`src/rtl/control_types.sv`:
```
// Shared control encodings for the core: memory access size/sign and the
// data-memory arbiter state.
package control_types;

  typedef enum logic [2:0] {
    MEM_BYTE   = 3'b000,
    MEM_HALF   = 3'b001,
    MEM_WORD   = 3'b010,
    MEM_BYTE_U = 3'b100,
    MEM_HALF_U = 3'b101
  } mem_op_t;

  typedef logic [0:0] arb_state_t;
  localparam arb_state_t NORMAL     = 1'b0;
  localparam arb_state_t DBG_LOCKED = 1'b1;

endpackage

```
`src/rtl/dmem_arbiter_if.sv`:
```
// One requester port of the data-memory arbiter: request fields plus the
// grant and registered read response returned by the arbiter.
interface dmem_arbiter_if;
  import control_types::*;

  logic        req;
  logic        we;
  mem_op_t     op;
  logic [31:0] addr;
  logic [31:0] wdata;
  logic        gnt;
  logic        rvalid;
  logic [31:0] rdata;

  modport master (output req, output we, output op, output addr, output wdata,
                  input gnt, input rvalid, input rdata);

  modport slave (input req, input we, input op, input addr, input wdata,
                 output gnt, output rvalid, output rdata);

endinterface

```
`src/rtl/dmem_rsp_reg.sv`:
```
// Per-port read response stage: one-cycle rvalid pulse after a granted read,
// rdata held until the next read response on the same port.
module dmem_rsp_reg (
  input  logic        clk,
  input  logic        reset,
  input  logic        capture,
  input  logic [31:0] data_in,
  output logic        rvalid,
  output logic [31:0] rdata
);

  logic        rvalid_r;
  logic [31:0] rdata_r;

  // capture the combinational memory read on the grant edge
  always_ff @(posedge clk) begin
    if (reset) begin
      rvalid_r <= 1'b0;
      rdata_r  <= 32'd0;
    end else begin
      rvalid_r <= capture;
      if (capture) begin
        rdata_r <= data_in;
      end
    end
  end

  assign rvalid = rvalid_r;
  assign rdata  = rdata_r;

endmodule

```
`src/rtl/dmem_arbiter.sv`:
```
// Shares the single data_memory between the CPU MEM-stage port and the
// debug/loader port. CPU has priority; debug gets bounded wait and a lock.
module dmem_arbiter
  import control_types::*;
#(
  parameter int DBG_MAX_WAIT = 4
) (
  input  logic          clk,
  input  logic          reset,
  dmem_arbiter_if.slave cpu,
  dmem_arbiter_if.slave dbg,
  input  logic          dbg_lock,
  output logic          mem_wr_en,
  output mem_op_t       mem_op,
  output logic [31:0]   mem_addr,
  output logic [31:0]   mem_data_in,
  input  logic [31:0]   mem_data_out
);

  localparam int WCW = (DBG_MAX_WAIT < 1) ? 1 : $clog2(DBG_MAX_WAIT + 1);
  localparam logic [WCW-1:0] WAIT_MAX = WCW'(DBG_MAX_WAIT);

  arb_state_t     state_r;
  arb_state_t     state_nxt_s;
  logic [WCW-1:0] wait_cnt_r;
  logic [WCW-1:0] wait_cnt_nxt_s;
  logic           locked_s;
  logic           cpu_gnt_s;
  logic           dbg_gnt_s;

  // dropping dbg_lock releases the CPU in the same cycle
  assign locked_s = (state_r == DBG_LOCKED) && dbg_lock;

  // grant selection: lock owner, else CPU priority unless debug has waited out
  always_comb begin
    cpu_gnt_s = 1'b0;
    dbg_gnt_s = 1'b0;
    if (locked_s) begin
      dbg_gnt_s = dbg.req;
    end else if (cpu.req && dbg.req) begin
      if (wait_cnt_r == WAIT_MAX) begin
        dbg_gnt_s = 1'b1;
      end else begin
        cpu_gnt_s = 1'b1;
      end
    end else begin
      cpu_gnt_s = cpu.req;
      dbg_gnt_s = dbg.req;
    end
  end

  // next state and starvation counter
  always_comb begin
    state_nxt_s    = NORMAL;
    wait_cnt_nxt_s = {WCW{1'b0}};
    if (dbg_lock && (locked_s || dbg_gnt_s)) begin
      state_nxt_s = DBG_LOCKED;
    end else begin
      state_nxt_s = NORMAL;
    end
    if (dbg.req && !dbg_gnt_s) begin
      if (wait_cnt_r != WAIT_MAX) begin
        wait_cnt_nxt_s = wait_cnt_r + WCW'(1);
      end else begin
        wait_cnt_nxt_s = wait_cnt_r;
      end
    end else begin
      wait_cnt_nxt_s = {WCW{1'b0}};
    end
  end

  // arbiter state registers
  always_ff @(posedge clk) begin
    if (reset) begin
      state_r    <= NORMAL;
      wait_cnt_r <= {WCW{1'b0}};
    end else begin
      state_r    <= state_nxt_s;
      wait_cnt_r <= wait_cnt_nxt_s;
    end
  end

  // memory mux; CPU fields are forwarded when nobody is granted
  always_comb begin
    mem_op      = cpu.op;
    mem_addr    = cpu.addr;
    mem_data_in = cpu.wdata;
    if (dbg_gnt_s) begin
      mem_op      = dbg.op;
      mem_addr    = dbg.addr;
      mem_data_in = dbg.wdata;
    end else begin
      mem_op      = cpu.op;
      mem_addr    = cpu.addr;
      mem_data_in = cpu.wdata;
    end
  end

  assign mem_wr_en = (cpu_gnt_s && cpu.we) || (dbg_gnt_s && dbg.we);
  assign cpu.gnt   = cpu_gnt_s;
  assign dbg.gnt   = dbg_gnt_s;

  dmem_rsp_reg u_cpu_rsp (
    .clk     (clk),
    .reset   (reset),
    .capture (cpu_gnt_s && !cpu.we),
    .data_in (mem_data_out),
    .rvalid  (cpu.rvalid),
    .rdata   (cpu.rdata)
  );

  dmem_rsp_reg u_dbg_rsp (
    .clk     (clk),
    .reset   (reset),
    .capture (dbg_gnt_s && !dbg.we),
    .data_in (mem_data_out),
    .rvalid  (dbg.rvalid),
    .rdata   (dbg.rdata)
  );

endmodule

```
`src/flat_wrapper.sv`:
```
// flat-port wrapper written by rule: the top's interface ports become plain ports
module dmem_arbiter_flat import control_types::*;
#(
  parameter int DBG_MAX_WAIT = 4
)
  (clk, reset, dbg_lock, mem_wr_en, mem_op, mem_addr, mem_data_in, mem_data_out, cpu_req, cpu_we, cpu_op, cpu_addr, cpu_wdata, cpu_gnt, cpu_rvalid, cpu_rdata, dbg_req, dbg_we, dbg_op, dbg_addr, dbg_wdata, dbg_gnt, dbg_rvalid, dbg_rdata);
  dmem_arbiter_if cpu_i ();
  dmem_arbiter_if dbg_i ();
  input  logic clk;
  input  logic reset;
  input  logic dbg_lock;
  output logic mem_wr_en;
  output mem_op_t mem_op;
  output logic [31:0] mem_addr;
  output logic [31:0] mem_data_in;
  input  logic [31:0] mem_data_out;
  input wire logic [$bits(cpu_i.req)-1:0] cpu_req;
  input wire logic [$bits(cpu_i.we)-1:0] cpu_we;
  input wire logic [$bits(cpu_i.op)-1:0] cpu_op;
  input wire logic [$bits(cpu_i.addr)-1:0] cpu_addr;
  input wire logic [$bits(cpu_i.wdata)-1:0] cpu_wdata;
  output wire logic [$bits(cpu_i.gnt)-1:0] cpu_gnt;
  output wire logic [$bits(cpu_i.rvalid)-1:0] cpu_rvalid;
  output wire logic [$bits(cpu_i.rdata)-1:0] cpu_rdata;
  input wire logic [$bits(dbg_i.req)-1:0] dbg_req;
  input wire logic [$bits(dbg_i.we)-1:0] dbg_we;
  input wire logic [$bits(dbg_i.op)-1:0] dbg_op;
  input wire logic [$bits(dbg_i.addr)-1:0] dbg_addr;
  input wire logic [$bits(dbg_i.wdata)-1:0] dbg_wdata;
  output wire logic [$bits(dbg_i.gnt)-1:0] dbg_gnt;
  output wire logic [$bits(dbg_i.rvalid)-1:0] dbg_rvalid;
  output wire logic [$bits(dbg_i.rdata)-1:0] dbg_rdata;
  assign cpu_i.req = cpu_req;
  assign cpu_i.we = cpu_we;
  assign cpu_i.op = cpu_op;
  assign cpu_i.addr = cpu_addr;
  assign cpu_i.wdata = cpu_wdata;
  assign cpu_gnt = cpu_i.gnt;
  assign cpu_rvalid = cpu_i.rvalid;
  assign cpu_rdata = cpu_i.rdata;
  assign dbg_i.req = dbg_req;
  assign dbg_i.we = dbg_we;
  assign dbg_i.op = dbg_op;
  assign dbg_i.addr = dbg_addr;
  assign dbg_i.wdata = dbg_wdata;
  assign dbg_gnt = dbg_i.gnt;
  assign dbg_rvalid = dbg_i.rvalid;
  assign dbg_rdata = dbg_i.rdata;
  dmem_arbiter #(.DBG_MAX_WAIT(DBG_MAX_WAIT)) u_core (.clk(clk), .reset(reset), .cpu(cpu_i), .dbg(dbg_i), .dbg_lock(dbg_lock), .mem_wr_en(mem_wr_en), .mem_op(mem_op), .mem_addr(mem_addr), .mem_data_in(mem_data_in), .mem_data_out(mem_data_out));
endmodule
```
`config.mk`:
```
export PLATFORM = sky130hd
export DESIGN_NAME = dmem_arbiter_flat
export DESIGN_NICKNAME = d
export VERILOG_FILES = /design/src/rtl/control_types.sv /design/src/rtl/dmem_arbiter_if.sv /design/src/rtl/dmem_rsp_reg.sv /design/src/rtl/dmem_arbiter.sv /design/src/flat_wrapper.sv
export SDC_FILE = /design/constraint.sdc
export NUM_CORES = 1
export LEC_CHECK = 0
export ABC_AREA = 1
export CAP_MARGIN = 0
export CORE_ASPECT_RATIO = 0.9
export CORE_MARGIN = 8
export CORE_UTILIZATION = 31
export CTS_CLUSTER_SIZE = 10
export DETAILED_ROUTE_END_ITERATION = 16
export GPL_ROUTABILITY_DRIVEN = 1
export PLACE_DENSITY = 0.78
export RECOVER_POWER = 100
export SLEW_MARGIN = 20
export SYNTH_ARGS = -nofsm -noshare
export SYNTH_HDL_FRONTEND = slang
export SYNTH_SLANG_ARGS = --single-unit
```
`constraint.sdc`:
```
create_clock -name clk -period 2.5 [get_ports clk]
set_clock_uncertainty 0.2 [all_clocks]
set_input_delay 0.75 -clock clk [delete_from_list [all_inputs] [get_ports clk]]
set_output_delay 0.75 -clock clk [all_outputs]
set_load 0.01 [all_outputs]
```
Yosys cells after proc, flatten, opt, wreduce, memory -nomap -nowiden
Index checks and enable logic that the tools add are counted.
{ "totals": {"reg_bits": 70, "input_bits": 173, "out_inout_bits": 136, "wordCells": 34} }
{ "op_classes": {"addsub": 1, "eq_ne": 2, "muxes": 10, "n_bitwise": 1, "reduce_logical": 14} }
{ "op_table": {"columns": ["operator", "n"], "rows": [
  ["two-way mux 32 bit", 2],
  ["logical AND 1 bit", 8],
  ["two-way mux 1 bit", 7],
  ["adder 3 x 1 -> 3 bit, second input constant", 1],
  ["equality test 3 bit, second input constant", 1],
  ["zero test 1 bit", 3],
  ["two-way mux 3 bit", 1],
  ["!= test 3 bit, second input constant", 1],
  ["logical OR 1 bit", 2],
  ["OR reduction 2 bit", 1],
  ["inverter 1 bit", 1]
]} }

Logic depth before layout (Yosys ltp)
Gate-level depths: netlist (run 1).
{ "logic_depth": {"depth_word": 8, "mapped_depth": 11} }

Hierarchy
Synthesis (run 1) repeated with hierarchy kept, for this count alone.
{ "unflattened": {"cells_unflattened": 673, "area_unflattened_um2": 3920.0} }
{ "modules_own_cells": {"columns": ["module", "n_inst", "cells_per_inst", "area_per_inst_um2", "seq_area_each_um2"], "rows": [
  ["dmem_rsp_reg", 2, 206, 1352.5, 660.6],
  ["dmem_arbiter", 1, 261, 1214.9, 80.1]
]} }

Least setup slack after synthesis (run 1)
OpenSTA, ideal clock, no wires.
{ "synth_path": {"path_type": "in2out", "from": "input dbg_req", "to": "output mem_data_in[0]", "arrival_time_ns": 1.692, "slack_ns": -0.142, "path_stages": 9, "cell_sequence": "buf_2 nand2_1 inv_2 nand3_4 nand2_2 inv_2 clkbuf_1 nand2_1 nand2_1"} }
{ "synth_between": {"elab_chain_len": 4} }
{ "synth_lines": {"columns": ["element", "line_no", "rtl"], "rows": [
  ["start, declared", "flat_wrapper.sv:25", "input wire logic [$bits(dbg_i.req)-1:0] dbg_req;"],
  ["logical AND 1 bit", "dmem_arbiter.sv:40", "end else if (cpu.req && dbg.req) begin"],
  ["two-way mux 1 bit", "dmem_arbiter.sv:40", null],
  ["two-way mux 1 bit *", "dmem_arbiter.sv:38", "if (locked_s) begin"],
  ["two-way mux 32 bit *", "dmem_arbiter.sv:88", "if (dbg_gnt_s) begin"],
  ["end, declared", "flat_wrapper.sv:15", "output logic [31:0] mem_data_in;"]
]} }
Every way passes the cells marked *; elsewhere a longest branch is shown, timed or not.

Worst setup path after layout (run 1)
{ "layout_path": {"from": "input cpu_req", "to": "output mem_addr[3]"} }
{ "layout_between": {"elab_chain_len": 4} }
{ "layout_lines": {"columns": ["element", "line_no", "rtl"], "rows": [
  ["start, declared", "flat_wrapper.sv:17", "input wire logic [$bits(cpu_i.req)-1:0] cpu_req;"],
  ["logical AND 1 bit", "dmem_arbiter.sv:40", null],
  ["two-way mux 1 bit", "dmem_arbiter.sv:40", null],
  ["two-way mux 1 bit", "dmem_arbiter.sv:38", null],
  ["two-way mux 32 bit", "dmem_arbiter.sv:88", null],
  ["end, declared", "flat_wrapper.sv:14", "output logic [31:0] mem_addr;"]
]} }
No other way between the ends.

==> results of run 1 <==
-- metrics by stage --
stage	area (µm²)	hold slack, ps	instances	util
2_1_floorplan	4180	240	732	-
4_1_cts	8390	307	1238	0.656
3_5_place_dp	7570	277	1196	0.592
5_1_grt	8750	342	1244	0.685
6_report	8750	305	1245	0.685
3_3_place_gp	7570	252	1196	0.592
-- flip-flops by register name, summed over array words and instances (netlist names) --
signal                   cells
u_core.u_cpu_rsp.rvalid      1
u_core.u_dbg_rsp.rdata      32
u_core.wait_cnt_r            3
u_core.state_r               1
u_core.u_dbg_rsp.rvalid      1
u_core.u_cpu_rsp.rdata      32
-- placed cells by master, fill, tap and decap left out, types with 6 or more instances in the layout --
| cell type | count |
|---|---|
| buf_12 | 10 |
| buf_16 | 6 |
| buf_2 | 19 |
| buf_4 | 35 |
| buf_6 | 60 |
| clkbuf_16 | 13 |
| clkdlybuf4s50_1 | 235 |
| dfxtp_1 | 68 |
| inv_1 | 131 |
| nand2_1 | 248 |
| nand2_2 | 69 |
| nand2_4 | 22 |
| nand4_1 | 33 |
| nor2_1 | 100 |
-- routing by layer --
| layer | global-route usage | vias to the layer above | routed length (µm) |
|---|---|---|---|
| li1 | - | 2795 | - |
| met4 | 0.0651 | 0 | 463 |
| met1 | 0.239 | 2425 | 7340 |
| met5 | 0 | - | 0 |
| met2 | 0.398 | 204 | 10800 |
| met3 | 0.0609 | 31 | 1710 |
-- cells by family after synthesis --
kind of cell / share of synthesized area
AOI/OAI and AO/OA: 0.00522
xor gates and xnor gates: 0.00215
adders and majority gates: 0.00614
buffers and inverters: 0.177
DFF: 0.344
and+or+nand+nor: 0.466
-- report_power, final --
group	internal [mW]	switching [mW]
Clock	1.08	0.520
Sequential	1.19	0.0362
Combinational	0.800	0.627
Total	3.07	1.18
-- tightest hold or removal path, cell delays in order (launching register included) --
cell and delay (ps):
dfxtp_1 300, inv_1 40, nand2_1 40, inv_1 40, nor2_1 30
-- worst min path at each step --
stage | start | end | slack (ps) | cells after the start
after global routing | u_core.u_dbg_rsp.rdata[2]$_SDFFE_PP0P_ | u_core.u_dbg_rsp.rdata[2]$_SDFFE_PP0P_ | 340 | 4
after CTS | u_core.state_r$_SDFF_PP0_ | u_core.state_r$_SDFF_PP0_ | 310 | 2
final | u_core.u_dbg_rsp.rdata[2]$_SDFFE_PP0P_ | u_core.u_dbg_rsp.rdata[2]$_SDFFE_PP0P_ | 310 | 4
after detailed placement | u_core.state_r$_SDFF_PP0_ | u_core.state_r$_SDFF_PP0_ | 280 | 2
after global placement | u_core.state_r$_SDFF_PP0_ | u_core.state_r$_SDFF_PP0_ | 250 | 2
after floorplan | u_core.state_r$_SDFF_PP0_ | u_core.state_r$_SDFF_PP0_ | 240 | 2
-- repair_timing --
item	CTS	global route
resized for setup	402	78
pin swaps	16	19
setup buffers	19	5
gates cloned	7	5
endpoints found under the setup margin	70	70
-- cell type report --
type	count	area, µm²
sequential	70	1400
tap	164	205
inverter	137	532
antenna	1	2.50
fill	1090	4030
multi-input combinational	484	2330
clock buffer	9	225
timing repair buffer	373	3910
clock inverter	7	143
==> qor.yml, run 1 <==
status:
  outcome: "finished, violations left"
  violations: "negative setup slack"
cts:
  path_clk_slew_ps: 60
  hold_buffers: 0
  worstSkewPairLatency_ps: 310
  cts.sinks: 70
  cts_root_buffer: "clkbuf_16"
  tritoncts: "built"
  cts_buffers: 9
  clk_path_buf_depth: 2
  htree_levels: 3
timing:
  fmax_mhz: 361
  fin_crit_ps: 2770
  hold_viol_final: 0
  tns_ps: -15480
  fin_ws_ps: -272
  slew_headroom: 0.643
  maxSlewViolCount: 0
  rsz0062_at_grt: "yes"
  period_share: 1.11
  worst_slew_pin_slew_ps: 535
  setup_viol: 70
route:
  drt-initial-drc-count: 287
  drc: 0
  via_count: 5455
  wirelength_mm: 20.3
  detail-route-antenna-nets: 0
  firstDrtPassIters: 5
  vias_per_cell: 4.38
  routedWlPerCell_um: 16.3
critical_path:
  slowest_stage: "clkbuf_16"
  cp_max_fo: 9
  cp_top_family: "buffers and inverters"
  crit_buf_inv: 6
  worstReg2RegEnd: "u_core.u_cpu_rsp.rdata[27]$_SDFFE_PP0P_"
  max_stage_delay_ps: 160
  cp-endpoint: "mem_addr[3]"
  startpoint: "cpu_req"
  worstSetupPathType: "input pin to primary output"
  reg2reg_slack_ps: 340
  r2r_start: "u_core.wait_cnt_r[1]$_SDFFE_PP0P_"
  arrival_ps: 1820
  cp-start-kind: "input pin"
  ff2ff_path_depth: 14
  cp_num_cells: 11
  end_kind: "primary output"
  path_cells: "buf_6 -> nand2_2 -> inv_2 -> nand3_4 -> nand2_8 -> buf_4 -> buf_12 -> clkbuf_16 -> nand2_1 -> nand2_1 -> buf_6"
  worstPathRequired_ps: 1550
place:
  port-buffer-count: 308
  routabilityCongestion: 0.884
  post-place-ws_ps: -1120
  hpwl_mm: 14.3
power_and_ir_drop:
  p_total_mw: 4.26
  vdd.ir_drop.worst_mv: 0.280
  power_density_nw_per_um2: 486
  power_leakage_nw: 4.48
grt:
  antenna_found_initial: 0
  grt_max_degree: 41
  grtUsageTotal: 0.219
  grt_overflow: 0
  grt_pass1_vias: 5430
  grt_pass1_wl_mm: 29.3
synth:
  ys_warn_count: 0
  synth_area_leaders: "dfxtp_1, nand2_1, inv_1"
  synth.top_cell.area_share: 0.344
  synth_edf_count: 0
  yosysMostFrequentCell: "nand2_1"
  synth_area_leader_cell: "dfxtp_1"
  synth.net_count: 907
  yosys.cell_types.count: 20
  synthesis.area_um2: 4070
  synthFlopType: "dfxtp_1"
  seq_area_frac_synth: 0.344
  synth-async-reset-ratio: 0
  synth_commonest_cells: "nand2_1, inv_1, nor2_1"
  avgSynthCellArea_um2: 5.57
  ys_ff_latch: 70
  synthCells: 732
floorplanning:
  num_rows: 39
  die_x_um: 137
  io_pins: 309
  die_h_um: 125
  start_util: 0.319
  core_area_um2: 12800
  die_area_um2: 17100
final_layout:
  area_growth_pct: 115
  drive_above_1_share: 0.239
  finalNetCount: 1250
run:
  cap_violations: 0
hold_path:
  hold_class: "flop to flop"
Note: power is estimated with default switching activity, not from simulation.
==> run 2: changes to the inputs <==
CAP_MARGIN = 20   (was 0)
CELL_PAD_IN_SITES_DETAIL_PLACEMENT = 0   (was not set)
CELL_PAD_IN_SITES_GLOBAL_PLACEMENT = 1   (was not set)
CORE_UTILIZATION = 19   (was 31)
PLACE_DENSITY = not set   (was 0.78)
PLACE_DENSITY_LB_ADDON = 0.1   (was not set)
==> qor.yml, run 2 (synthesis gave the netlist of run 1 again) <==
status:
  outcome: "finished, violations left"
  violations: "negative setup slack"
run:
  cap_violations: 0
timing:
  fin_ws_ps: -233
  worst_slew_pin_slew_ps: 748
  setup_viol: 69
  rsz0062_at_grt: "yes"
  hold_viol_final: 0
  slew_headroom: 0.501
  holdWs_ps: 302
  maxSlewViolCount: 0
  fmax_mhz: 366
  fin_crit_ps: 2730
  period_share: 1.09
grt:
  grtUsageTotal: 0.155
  grt_pass1_vias: 5505
  grt_overflow: 0
  grt_max_degree: 43
  grt_pass1_wl_mm: 31.3
  antenna_found_initial: 1
final_layout:
  fin_util: 0.428
  finalNetCount: 1238
  final_common_cell: "nand2_1"
  antennaDiodeCount: 0
  drive_above_1_share: 0.277
  layout_common_cells: "nand2_1, clkdlybuf4s50_1, inv_1"
  area_growth_pct: 124
route:
  wl_met1_mm: 7.95
  drt-initial-drc-count: 156
  wl_met2_mm: 10.8
  via_count: 5263
  routedWlPerCell_um: 15.4
  drc: 0
  top_layer: "met5"
  firstDrtPassIters: 4
  detail-route-antenna-nets: 0
  wirelength_mm: 21.0
  vias_per_cell: 3.87
  met3_length_mm: 2.04
critical_path:
  arrival_ps: 1780
  end_kind: "primary output"
  cp_max_fo: 7
  cp-start-kind: "input pin"
  worstPathRequired_ps: 1550
  worstSetupPathType: "input pin to primary output"
floorplanning:
  die_x_um: 170
  num_rows: 51
  die_area_um2: 26400
  die_h_um: 155
  core_area_um2: 21300
  start_util: 0.191
  io_pins: 309
cts:
  path_clk_slew_ps: 60
  tritoncts: "built"
  htree_levels: 3
  cts.sinks: 70
  worstSkewPairLatency_ps: 330
  cts_root_buffer: "clkbuf_16"
  cts_buffers: 9
  hold_buffers: 0
  clk_path_buf_depth: 2
power_and_ir_drop:
  power_switching_mw: 1.20
  seqPwrFrac: 0.290
  switching_share: 0.285
  power_density_nw_per_um2: 462
  p_total_mw: 4.21
  intPower_mw: 3.01
  p_clk_frac: 0.366
  power_leakage_nw: 4.74
  combPwrFrac: 0.344
  vdd.ir_drop.worst_mv: 0.279
place:
  hpwl_mm: 15.5
  routabilityCongestion: 0.795
  port-buffer-count: 308
hold_path:
  hold_class: "flop to flop"
run 2: cell count changes in the layout (fill, tap and decap cells not counted), sizes merged:
| cell | previous run | this run |
|---|---|---|
| inv | 138 | 137 |
| buf | 134 | 118 |
| diode | 1 | 0 |
| bufinv | 4 | 3 |
| clkdlybuf4s50 | 235 | 167 |
| dlygate4sd3 | 0 | 68 |
| clkbuf | 13 | 19 |
run 2: timing repair:
item | 4_1_cts | 5_1_grt
pin swaps | 22 | 46
endpoints found under the setup margin | 70 | 70
resized for setup | 424 | 133
cloned | 7 | 4
buffers inserted | 10 | 6
run 2: power by group through the flow:
| stage | clock, mW | sequential [mW] | combinational, mW |
|---|---|---|---|
| final | 1.54 | 1.22 | 1.45 |
| after global routing | 1.63 | 1.23 | 1.58 |
| after CTS | 1.60 | 1.23 | 1.37 |
| after detailed placement | 0 | 1.25 | 1.25 |
| after global placement | 0 | 1.25 | 1.26 |
| after floorplan | 0 | 1.28 | 0.438 |
run 2: critical path, stage by stage:
cell     delay, ps
buf_6           90
nand2_2         60
inv_2           50
nand3_4         80
nand2_8         90
buf_12         140
buf_12         130
buf_16         150
nand2_2         50
nand2_1         40
buf_2          130
run 2: layout make-up:
class,instances,area (µm²)
multi-input combinational,484,2630
fill,2282,12200
clock buffer,11,253
inverter,137,527
clock inverter,5,104
sequential,70,1400
timing repair buffer,361,3840
tap,291,364
run 2: per-layer routing:
| metal | up-vias | GRT usage |
|---|---|---|
| li1 | 2771 | - |
| met1 | 2305 | 0.164 |
| met3 | 14 | 0.0735 |
| met5 | - | 0 |
| met4 | 2 | 0.0351 |
| met2 | 171 | 0.274 |
run 2: worst paths after layout:
kind | start | to | slack (ps) | cells past startpoint
max | cpu_req | mem_op[2] | -230 | 11
min | u_core.u_dbg_rsp.rdata[14]$_SDFFE_PP0P_ | u_core.u_dbg_rsp.rdata[14]$_SDFFE_PP0P_ | 300 | 4
max reg2reg | u_core.wait_cnt_r[1]$_SDFFE_PP0P_ | u_core.u_cpu_rsp.rdata[31]$_SDFFE_PP0P_ | 340 | 12
min reg2reg | u_core.u_dbg_rsp.rdata[14]$_SDFFE_PP0P_ | u_core.u_dbg_rsp.rdata[14]$_SDFFE_PP0P_ | 300 | 4
run 2: through the flow:
stage	instances	TNS, ps	instance area (µm²)	worst slack (ps)
2_1_floorplan	732	-333	4180	-35.3
3_3_place_gp	1321	-73880	7760	-1020
3_5_place_dp	1321	-75460	7760	-1030
4_1_cts	1353	-10450	8580	-248
5_1_grt	1359	-18570	9130	-290
6_report	1359	-11680	9130	-233
==> run 3: changes to the inputs <==
ABC_AREA = not set   (was 1)
==> qor.yml, run 3 <==
timing:
  period_share: 1.24
  fin_ws_ps: -604
  maxSlewViolCount: 0
  fmax_mhz: 322
  rsz0062_at_grt: "yes"
  setup_viol: 70
  slew_headroom: 0.648
  fin_crit_ps: 3100
  tns_ps: -35520
  hold_viol_final: 0
  worst_slew_pin_slew_ps: 528
floorplanning:
  die_x_um: 159
  core_area_um2: 18200
  num_rows: 47
  io_pins: 309
  die_h_um: 145
  start_util: 0.192
  die_area_um2: 23000
hold_path:
  hold_start: "u_core.u_cpu_rsp.rdata[30]$_SDFFE_PP0P_"
  hold_class: "flop to flop"
  min_to: "u_core.u_cpu_rsp.rdata[30]$_SDFFE_PP0P_"
  min_path_cells: 2
cts:
  clk_path_buf_depth: 2
  worstSkewPairLatency_ps: 330
  cts_buffers: 9
  hold_buffers: 0
  htree_levels: 3
  cts.sinks: 70
  tritoncts: "built"
  cts_root_buffer: "clkbuf_16"
  path_clk_slew_ps: 50
final_layout:
  fin_area_um2: 7880
  drive_above_1_share: 0.308
  final_common_cell: "clkdlybuf4s50_1"
  finalNetCount: 868
  area_growth_pct: 125
  antennaDiodeCount: 0
  layout_common_cells: "clkdlybuf4s50_1, nand2_1, dfxtp_1"
  fin_util: 0.432
  fill_cells: 1782
place:
  placed_area_um2: 7180
  routabilityCongestion: 0.934
  hpwl_mm: 15.4
  post-place-ws_ps: -1290
  port-buffer-count: 308
synth:
  synth.top_cell.area_share: 0.401
  ys_ff_latch: 70
  synth_edf_count: 0
  synthesis.area_um2: 3500
  ys_warn_count: 0
  synthCells: 346
  synthFlopType: "dfxtp_1"
  synth_area_leaders: "dfxtp_1, mux2i_1, mux2_2"
  synth_commonest_cells: "nand2_1, dfxtp_1, mux2i_1"
  synth.net_count: 521
  synth-async-reset-ratio: 0
  avgSynthCellArea_um2: 10.1
  yosysMostFrequentCell: "nand2_1"
  yosys.cell_types.count: 24
  seq_area_frac_synth: 0.401
  synth_area_leader_cell: "dfxtp_1"
critical_path:
  worstSetupPathType: "input pin to primary output"
  cp_max_fo: 6
  ff2ff_path_depth: 7
  worstPathRequired_ps: 1550
  cpMostUsedCell: "buf_12"
  cp-start-kind: "input pin"
  worstReg2RegEnd: "u_core.u_dbg_rsp.rdata[9]$_SDFFE_PP0P_"
  max_stage_delay_ps: 300
  reg2reg_slack_ps: 220
  slowest_stage: "mux2_4"
  end_kind: "primary output"
  r2r_start: "u_core.wait_cnt_r[0]$_SDFFE_PP0P_"
  path_cells: "buf_6 -> a21bo_4 -> o21ai_4 -> buf_12 -> buf_12 -> buf_16 -> buf_12 -> mux2_4 -> buf_6"
  arrival_ps: 2150
grt:
  grtUsageTotal: 0.161
  antenna_found_initial: 1
  grt_overflow: 0
  grt_pass1_wl_mm: 27.5
  grt_max_degree: 46
  grt_pass1_vias: 4195
power_and_ir_drop:
  power_density_nw_per_um2: 456
  power_leakage_nw: 3.52
  p_total_mw: 3.59
  vdd.ir_drop.worst_mv: 0.514
run:
  cap_violations: 0
route:
  drc: 0
  via_count: 3822
  firstDrtPassIters: 4
  vias_per_cell: 4.05
  wirelength_mm: 19.1
  routedWlPerCell_um: 20.2
  drt-initial-drc-count: 115
  detail-route-antenna-nets: 0
status:
  outcome: "finished, violations left"
  violations: "negative setup slack"
-- run 3: cell count changes after synthesis, moves of 33 or more --
cell	before	now
mux2i_1	0	65
nand2_1	338	97
nand4_1	33	0
nor2_1	100	2
inv_1	134	3
mux2_2	0	57
-- run 3: cell type report --
cell class,count,area (µm²),area share
tap,245,307,0.0389
clock inverter,3,42.5,0.00540
multi-input combinational,248,2140,0.272
sequential,70,1400,0.178
timing repair buffer,360,3710,0.470
clock buffer,13,260,0.0330
inverter,4,15.0,0.00191
-- run 3: what timing repair did --
action,4_1_cts,5_1_grt
endpoints found under the hold margin,0,0
resized for setup,357,53
endpoints found under the setup margin,70,70
setup buffers,16,8
cloned,3,1
pin swaps,2,3
-- run 3: power breakdown --
part           internal, mW  total (mW)  leakage (nW)  switching, mW
Combinational         0.711        1.10          2.80          0.390
Clock                 0.826        1.30         0.146          0.475
Sequential             1.17        1.19         0.572         0.0243
-- run 3: worst max-delay path by stage --
stage / slack (ps) / start / cells past startpoint / to
finish: -600 / dbg_lock / 9 / mem_op[1]
global route: -650 / dbg_lock / 9 / mem_op[1]
CTS: -620 / dbg_lock / 10 / mem_data_in[0]
detailed placement: -1290 / cpu_req / 7 / mem_addr[25]
global placement: -1280 / cpu_req / 7 / mem_addr[25]
floorplan: -220 / cpu_req / 5 / mem_data_in[10]
-- run 3: critical path, delay by kind of cell --
family / cells / cell delay [ps]
buffers and inverters: 6 / 720
AO/OA/AOI/OAI: 2 / 370
multiplexers: 1 / 300
-- run 3: kinds of logic (layout without fill, tap and decap cells) --
kind of cell	Yosys count	in the layout	share of synthesized area
adders and majority gates	2	2	0.00716
buffers and inverters	28	380	0.0487
AOI/OAI and AO/OA	8	8	0.0225
muxes	132	132	0.402
and+or+nand+nor	106	106	0.119
DFF	70	70	0.401
-- run 3: per-stage QoR --
| stage | hold slack (ps) | std cells |
|---|---|---|
| 6_report | 256 | 943 |
| 3_5_place_dp | 249 | 904 |
| 3_3_place_gp | 243 | 904 |
| 5_1_grt | 276 | 943 |
| 2_1_floorplan | 279 | 346 |
| 4_1_cts | 259 | 938 |
-- run 3: per-layer routing --
metal	global-route usage	routed length [µm]
met1	0.172	7620
met2	0.295	9720
met3	0.0585	1340
met4	0.0511	373
met5	0	20
